==> src/rtl/fp_adder.sv <==
// rtl/fp_adder.sv - combinational IEEE-754 single-precision adder, truncating, flush-to-zero
module fp_adder (
    input  logic [31:0] a,
    input  logic [31:0] b,
    output logic [31:0] sum,
    output logic        overflow,
    output logic        underflow
);

    logic              a_big;
    logic              s_l;
    logic              s_s;
    logic [7:0]        e_l;
    logic [7:0]        e_s;
    logic [7:0]        d;
    logic [23:0]       m_l;
    logic [23:0]       m_s;
    logic [25:0]       m_s_al;
    logic [26:0]       raw;
    logic [4:0]        lz;
    logic signed [9:0] exp_r;
    logic [22:0]       frac_r;
    logic              a_inf_nan;
    logic              b_inf_nan;
    logic              is_nan;

    // Align the smaller magnitude to the larger, add or subtract, normalise, then saturate
    always_comb begin
        a_big  = (a[30:0] >= b[30:0]);
        s_l    = a_big ? a[31] : b[31];
        s_s    = a_big ? b[31] : a[31];
        e_l    = a_big ? a[30:23] : b[30:23];
        e_s    = a_big ? b[30:23] : a[30:23];
        // Denormal inputs carry no hidden bit and are treated as zero
        m_l    = (e_l == 8'd0) ? 24'd0 : {1'b1, (a_big ? a[22:0] : b[22:0])};
        m_s    = (e_s == 8'd0) ? 24'd0 : {1'b1, (a_big ? b[22:0] : a[22:0])};
        d      = e_l - e_s;
        m_s_al = (d > 8'd25) ? 26'd0 : ({m_s, 2'b00} >> d);
        if (s_l == s_s) begin
            raw = {1'b0, m_l, 2'b00} + {1'b0, m_s_al};
        end else begin
            raw = {1'b0, m_l, 2'b00} - {1'b0, m_s_al};
        end

        lz = 5'd0;
        for (int i = 0; i < 26; i++) begin
            if (raw[i]) begin
                lz = 5'(25 - i);
            end
        end

        if (raw[26]) begin
            frac_r = raw[25:3];
            exp_r  = $signed({2'b00, e_l}) + 10'sd1;
        end else begin
            frac_r = 23'((raw[24:0] << lz) >> 2);
            exp_r  = $signed({2'b00, e_l}) - $signed({5'b00000, lz});
        end

        a_inf_nan = (a[30:23] == 8'hFF);
        b_inf_nan = (b[30:23] == 8'hFF);
        is_nan    = (a_inf_nan && (a[22:0] != 23'd0)) || (b_inf_nan && (b[22:0] != 23'd0)) ||
                    (a_inf_nan && b_inf_nan && (a[31] != b[31]));

        sum       = {s_l, exp_r[7:0], frac_r};
        overflow  = 1'b0;
        underflow = 1'b0;
        if (is_nan) begin
            sum = 32'h7FC0_0000;
        end else if (a_inf_nan) begin
            sum = a;
        end else if (b_inf_nan) begin
            sum = b;
        end else if (raw == 27'd0) begin
            sum = 32'd0;
        end else if (exp_r >= 10'sd255) begin
            sum      = {s_l, 8'hFF, 23'd0};
            overflow = 1'b1;
        end else if (exp_r <= 10'sd0) begin
            sum       = {s_l, 31'd0};
            underflow = 1'b1;
        end
    end

endmodule

==> src/rtl/fp_add_arbiter.sv <==
// rtl/fp_add_arbiter.sv - round-robin arbiter sharing one fp_adder between two requesters
module fp_add_arbiter #(
    parameter int CNT_W = 16
) (
    input  logic             clk,
    input  logic             rst_n,
    input  logic             req0_valid,
    input  logic [31:0]      req0_a,
    input  logic [31:0]      req0_b,
    output logic             req0_ready,
    input  logic             req1_valid,
    input  logic [31:0]      req1_a,
    input  logic [31:0]      req1_b,
    output logic             req1_ready,
    output logic             rsp_valid,
    input  logic             rsp_ready,
    output logic [31:0]      rsp_sum,
    output logic             rsp_id,
    output logic             rsp_overflow,
    output logic             rsp_underflow,
    output logic [CNT_W-1:0] ops_cnt
);

    typedef enum logic [1:0] {
        IDLE = 2'd0,
        CALC = 2'd1,
        DONE = 2'd2
    } state_t;

    state_t      state;
    logic        last_grant;
    logic [31:0] op_a;
    logic [31:0] op_b;
    logic        op_id;
    logic        gnt0;
    logic        gnt1;
    logic [31:0] add_sum;
    logic        add_ovf;
    logic        add_unf;

    // On a tie the requester that did not win last time gets the grant
    assign gnt0       = req0_valid && (!req1_valid || last_grant);
    assign gnt1       = req1_valid && (!req0_valid || !last_grant);
    assign req0_ready = (state == IDLE) && gnt0;
    assign req1_ready = (state == IDLE) && gnt1;

    fp_adder u_fp_adder (
        .a         (op_a),
        .b         (op_b),
        .sum       (add_sum),
        .overflow  (add_ovf),
        .underflow (add_unf)
    );

    // Accept one pair, register the adder result a cycle later, hold it until consumed
    always_ff @(posedge clk or negedge rst_n) begin
        if (!rst_n) begin
            state         <= IDLE;
            last_grant    <= 1'b1;
            op_a          <= 32'd0;
            op_b          <= 32'd0;
            op_id         <= 1'b0;
            rsp_valid     <= 1'b0;
            rsp_sum       <= 32'd0;
            rsp_id        <= 1'b0;
            rsp_overflow  <= 1'b0;
            rsp_underflow <= 1'b0;
            ops_cnt       <= '0;
        end else begin
            case (state)
                IDLE: begin
                    if (req0_ready) begin
                        op_a       <= req0_a;
                        op_b       <= req0_b;
                        op_id      <= 1'b0;
                        last_grant <= 1'b0;
                        state      <= CALC;
                    end else if (req1_ready) begin
                        op_a       <= req1_a;
                        op_b       <= req1_b;
                        op_id      <= 1'b1;
                        last_grant <= 1'b1;
                        state      <= CALC;
                    end
                end
                CALC: begin
                    rsp_sum       <= add_sum;
                    rsp_overflow  <= add_ovf;
                    rsp_underflow <= add_unf;
                    rsp_id        <= op_id;
                    rsp_valid     <= 1'b1;
                    state         <= DONE;
                end
                DONE: begin
                    if (rsp_ready) begin
                        rsp_valid <= 1'b0;
                        ops_cnt   <= ops_cnt + CNT_W'(1);
                        state     <= IDLE;
                    end
                end
                default: begin
                    state <= IDLE;
                end
            endcase
        end
    end

endmodule

==> config.mk <==
export PLATFORM = sky130hd
export DESIGN_NAME = fp_add_arbiter
export DESIGN_NICKNAME = d
export VERILOG_FILES = /design/src/rtl/fp_adder.sv /design/src/rtl/fp_add_arbiter.sv
export SDC_FILE = /design/constraint.sdc
export NUM_CORES = 1
export LEC_CHECK = 0
export CAP_MARGIN = 20
export CORE_UTILIZATION = 30
export CTS_BUF_LIST = sky130_fd_sc_hd__clkbuf_4 sky130_fd_sc_hd__clkbuf_8
export DETAILED_ROUTE_END_ITERATION = 10
export SYNTH_ARGS = -nofsm -noshare
export SYNTH_HDL_FRONTEND = slang
export SYNTH_SLANG_ARGS = --single-unit
export TNS_END_PERCENT = 50
==> constraint.sdc <==
create_clock -name clk -period 15.7 [get_ports clk]
set_input_delay 4.71 -clock clk [delete_from_list [all_inputs] [get_ports clk]]
set_output_delay 4.71 -clock clk [all_outputs]
set_load 0.02 [all_outputs]
; Word level (Yosys, flattened, before mapping)
; Cells that the tools add are included.
[word_totals]
reg_bits = 120
input_bits = 133
output_inout_bits = 54
word_cells = 125
[classes]
n_addsub = 6
magnitude_cmp = 4
n_eq_ne = 8
shift = 2
muxes = 67
n_reduce_logical = 27
[op_table]
columns = cell, count
row1 = $mux W32, 8
row2 = $mux W5, 26
row3 = $mux W23, 3
row4 = $mux W31, 2
row5 = $mux W24, 2
row6 = $reduce_bool A23 Y1, 2
row7 = $ge A31 B31 Y1, 1
row8 = $add A26 B26 Y27, 1
row9 = $logic_not A27 Y1, 1
row10 = $mux W27, 1
row11 = $sub A26 B26 Y27, 1
row12 = $mux W26, 1
row13 = $shr A26 B8 Y26, 1
row14 = $shl A25 B5 Y25, 1
row15 = $add A16 B1 Y16 const B, 1
row16 = $eq A8 B8 Y1 const B, 2
row17 = $logic_not A8 Y1, 2
row18 = $mux W1, 16
row19 = $mux W8, 2
row20 = $ge A10 B9 Y1 const B, 1
row21 = $le A10 B1 Y1 const B, 1
row22 = $mux W10, 1
row23 = $add A8 B1 Y9 const B, 1
row24 = $sub A8 B5 Y9, 1
row25 = other kinds (17), 35

; Depth between registers and ports, before layout
[logic_depth]
depth_word = 43
ltp_mapped = 69
mapped_depth_nobuf = 58

; Hierarchy
; A second synthesis with hierarchy kept.
[hier_totals]
hier_cells = 2096
area_unflattened_um2 = 15262.1
[modules_own_cells]
columns = mod, n_inst, cells_each, area_per_inst_um2, seq_area_each_um2
row1 = fp_adder, 1, 1591, 10147.2, 0.0
row2 = fp_add_arbiter, 1, 505, 5114.9, 3004.1

; Worst setup path after synthesis
; No wires, ideal clock.
[synth_path]
path_type = reg-to-reg
startpoint = register op_b[29]
endpoint = register rsp_sum[7]
setup_ns = 0.131
t_arrival_ns = 12.955
t_required_ns = 15.569
setup_slack_ns = 2.615
path_stages_with_launch = 67
path_buffers = 11
period_less_slack_ns = 13.085
path_cell_list = dfrtp_1 -> inv_1 -> ha_1 -> nand4_4 -> nor4_4 -> nand3_2 -> and3_1 -> buf_6 -> nand2_8 -> buf_6 -> clkbuf_1 -> buf_1 -> clkbuf_1 -> buf_1 -> nor2_1 -> nor2_1 -> ha_1 -> nor2_1 -> [31 not listed] -> buf_6 -> clkinv_4 -> buf_4 -> buf_2 -> ha_1 -> o21ai_0 -> nand2b_1 -> a21o_1 -> a21oi_1 -> nand3_1 -> and3_1 -> or4b_2 -> o41ai_1 -> nor4_2 -> nand2_1 -> o21ai_0 -> a41oi_1 -> o21ai_0
[synth_between]
elab_chain_len = 43
elab_cells_between_ends = 65
classes_between = add/sub: 5 / order compare: 4 / eq/ne: 2 / shift: 2 / mux: 44 / reduce/logical: 8
[synth_lines]
columns = item, line
row1 = from (decl), fp_add_arbiter.sv:33  ; logic [31:0] op_b;
row2 = from (signal assigned), fp_add_arbiter.sv:74  ; op_b <= req0_b;
row3 = from (signal assigned), fp_add_arbiter.sv:80  ; op_b <= req1_b;
row4 = "parallel branches: the longest is 42 deep, another holds $ge A31 B31 Y1", n/a
row5 = $mux W32 (*), fp_adder.sv:68  ; if (is_nan) begin
row6 = to (signal assigned), fp_add_arbiter.sv:87  ; rsp_sum <= add_sum;
row7 = to (decl), fp_add_arbiter.sv:17  ; output logic [31:0] rsp_sum,
; Mark *: on every way between the ends.
; A chain may end at the register's enable or synchronous reset.

; Final worst setup path
[layout_path]
startpoint = register op_b[18]
endpoint = register rsp_sum[7]
; The elaborated chain is that of the path after synthesis.

==> metrics.txt <==
max-slew violations 0; Setup crit end kind flop; TritonCTS buffer count 17; Crit Path Class flop to flop; Async SR Flop Fraction 100%; initial cell density of the core 30.5%; final antenna-violating net count 0; Clock Skew 0.0248 ns; initial antenna violation count 1; CTS Hold Buffers Added 0; WP buf/inv 3; htree depth 4; filler instances 5169; Die Ht 225 um; worst min path class flop to flop; GRT Total Usage 24.1%; Synth area leader dfrtp_1; clk slew on worst S/H paths 0.09 ns; largest net degree at the start of global routing 97; CTS tree done; CP top delay family compound AO/OA/AOI/OAI gates; post-DP HPWL 48500 um; number of flops mapped to enable cells by yosys 0; Startpoint Class flop; drt pass-1 iters 5; critical path's slowest cell a2111oi_0; Synth area leaders dfrtp_1, nand2_1, ha_1, nor2_1, a21oi_1; Rel. slew slack 31.7%; Slew @ Worst Pin 1.02 ns; DRC 0; Area Overhead vs Synth 18.9%; Synth Cell Area 0.0149 mm^2; Worst EP required 16.13 ns; routed vias 16700; deepest clock path buffer count 2; outcome complete, no violations; register area share after synthesis 20.2%; number of port buffers 186; Nets 2417; Core Box Area 0.0490 mm^2; layout cells sized above 1 6.62%; Yosys top cell area share 20.0%; vias in the first global route 16100; Iter 0 DRT Violations 1754; Die ar. 0.0506 mm^2; routability cong. 0.970; Die Width 225 um; RSZ-0062 raised after global routing false; cts repair resizes 0; Fmax 71.0 MHz; number of max-cap violations 0; Syn Area/Cell 7.19 um^2; vias per cell 5.82; CTS Sinks 120; CP most frequent cell o21ai_0; Fin. Hold Viols 0; Seq cells post-synth 120; Final setup viols 0; wire per inst 21.3 um; Rows 81; Clock Latency Late Sink 0.51 ns; Mapped Cells 2074; total routed wirelength 61200 um; GRT overflow 0; CP max stage delay 0.90 ns; Synth Flop Type dfrtp_1; syn nets 2299; crit share post-route 89.7%; setup bufs post-CTS 0; minimum clock period 14.08 ns; first-pass GRT wire length 94800 um; CP max FO 63; Ys Warns 0; clock root buffer clkbuf_8; CP Data Arrival Time 14.51 ns; top-count cell post-synth nand2_1; Post-Route Setup TNS 0 ns; top post-synthesis cells by count nand2_1, nor2_1, a21oi_1, dfrtp_1, inv_1; IO Count 187; Unique masters post-synth 112
==> layer usage <==
metal  GRT usage (%)  up-vias  wire (um)
li1                -     7831          -
met4            9.17        2       2120
met1            32.7     8029      27300
met5               0        -         13
met2            38.3      728      27500
met3            3.92      116       4190
==> sequential cells by signal, summed over array words and instances, names as in the netlist <==
register and cells:
ops_cnt 16, rsp_sum 32, op_a 32, rsp_valid 1, rsp_id 1, rsp_overflow 1, last_grant 1, op_b 32
rsp_underflow 1, op_id 1, state 2
==> path summary, 6_finish.rpt <==
path                        startpoint          end  slack, ns  cells past startpoint
setup / recovery              op_b[18]   rsp_sum[7]       1.62                     57
hold / removal             ops_cnt[15]  ops_cnt[15]       0.47                      1
setup reg to reg              op_b[18]   rsp_sum[7]       1.62                     57
hold reg to reg            ops_cnt[15]  ops_cnt[15]       0.47                      1
max in group asynchronous        rst_n  rsp_sum[14]       9.95                      3
min in group asynchronous        rst_n  rsp_sum[21]       3.99                      1
==> through the flow <==
stage	hold slack (ns)	std cells	utilization, %	setup WS [ns]	area (um^2)
2_1_floorplan	0.439	2074	-	2.61	14900
3_3_place_gp	0.460	2836	35.4	2.32	17300
3_5_place_dp	0.466	2837	35.4	1.83	17300
4_1_cts	0.478	2869	36.2	1.79	17700
5_1_grt	0.526	2869	36.2	0.225	17700
6_report	0.474	2870	36.2	1.62	17700
==> cell families (layout without fill, tap and decap cells) <==
kind of cell / count (synthesis) / in the layout / share of synthesized area [%]
compound gates: 613 / 613 / 27.8
xor+xnor: 56 / 56 / 3.29
fa+ha+maj: 92 / 92 / 7.82
buf+inv: 216 / 347 / 5.93
flops: 120 / 120 / 20.2
mux: 75 / 75 / 6.58
other cells: 0 / 1 / 0
simple gates: 902 / 902 / 28.4
==> worst reg2reg max path, delay by kind of cell (launching register included) <==
kind                     cells  cell delay [ns]
flip-flops                   1             0.45
AND/OR/NAND/NOR             21             4.68
AO/OA/AOI/OAI               26             6.47
XOR/XNOR                     1             0.28
adder cells (fa/ha/maj)      6             1.79
buffers and inverters        3             0.34
==> cell usage in the layout (no fill, tap or decap), types with 12 or more instances in the layout <==
| cell | netlist | routed |
|---|---|---|
| xnor2_1 | 35 | 34 |
| and3_1 | 22 | 22 |
| xor2_1 | 21 | 20 |
| nor2b_1 | 24 | 24 |
| clkbuf_8 | 0 | 18 |
| dfrtp_1 | 119 | 119 |
| mux4_2 | 17 | 17 |
| mux2i_1 | 50 | 50 |
| o2111ai_1 | 12 | 12 |
| nand2_1 | 363 | 363 |
| nand2b_1 | 29 | 29 |
| nand3_1 | 67 | 65 |
| a21oi_1 | 147 | 147 |
| clkdlybuf4s50_1 | 0 | 185 |
| a31oi_1 | 91 | 91 |
| a211oi_1 | 25 | 25 |
| o21a_1 | 16 | 16 |
| nand4_1 | 23 | 23 |
| ha_1 | 90 | 89 |
| buf_4 | 4 | 28 |
| o22ai_1 | 18 | 18 |
| or3_1 | 12 | 12 |
| o211ai_1 | 35 | 35 |
| nor2_1 | 204 | 204 |
| and2_1 | 29 | 29 |
| nor4_1 | 25 | 25 |
| nor3_1 | 49 | 49 |
| a21o_1 | 28 | 28 |
| o21ai_0 | 90 | 90 |
| inv_1 | 96 | 95 |
==> final cells by class <==
type                       instances  area, um^2  share of cell area (%)
clock buffer                      18         248                    1.40
inverter                         102         388                    2.19
sequential                       120        3000                    16.9
clock inverter                    14         136                   0.769
tap                              664         831                    4.69
multi-input combinational       1738       11100                    62.4
timing repair buffer             213        2060                    11.6
antenna                            1        2.50                  0.0141
Power is not shown: default switching activity piles up to over one toggle a cycle in this logic, so the estimate is an artifact.
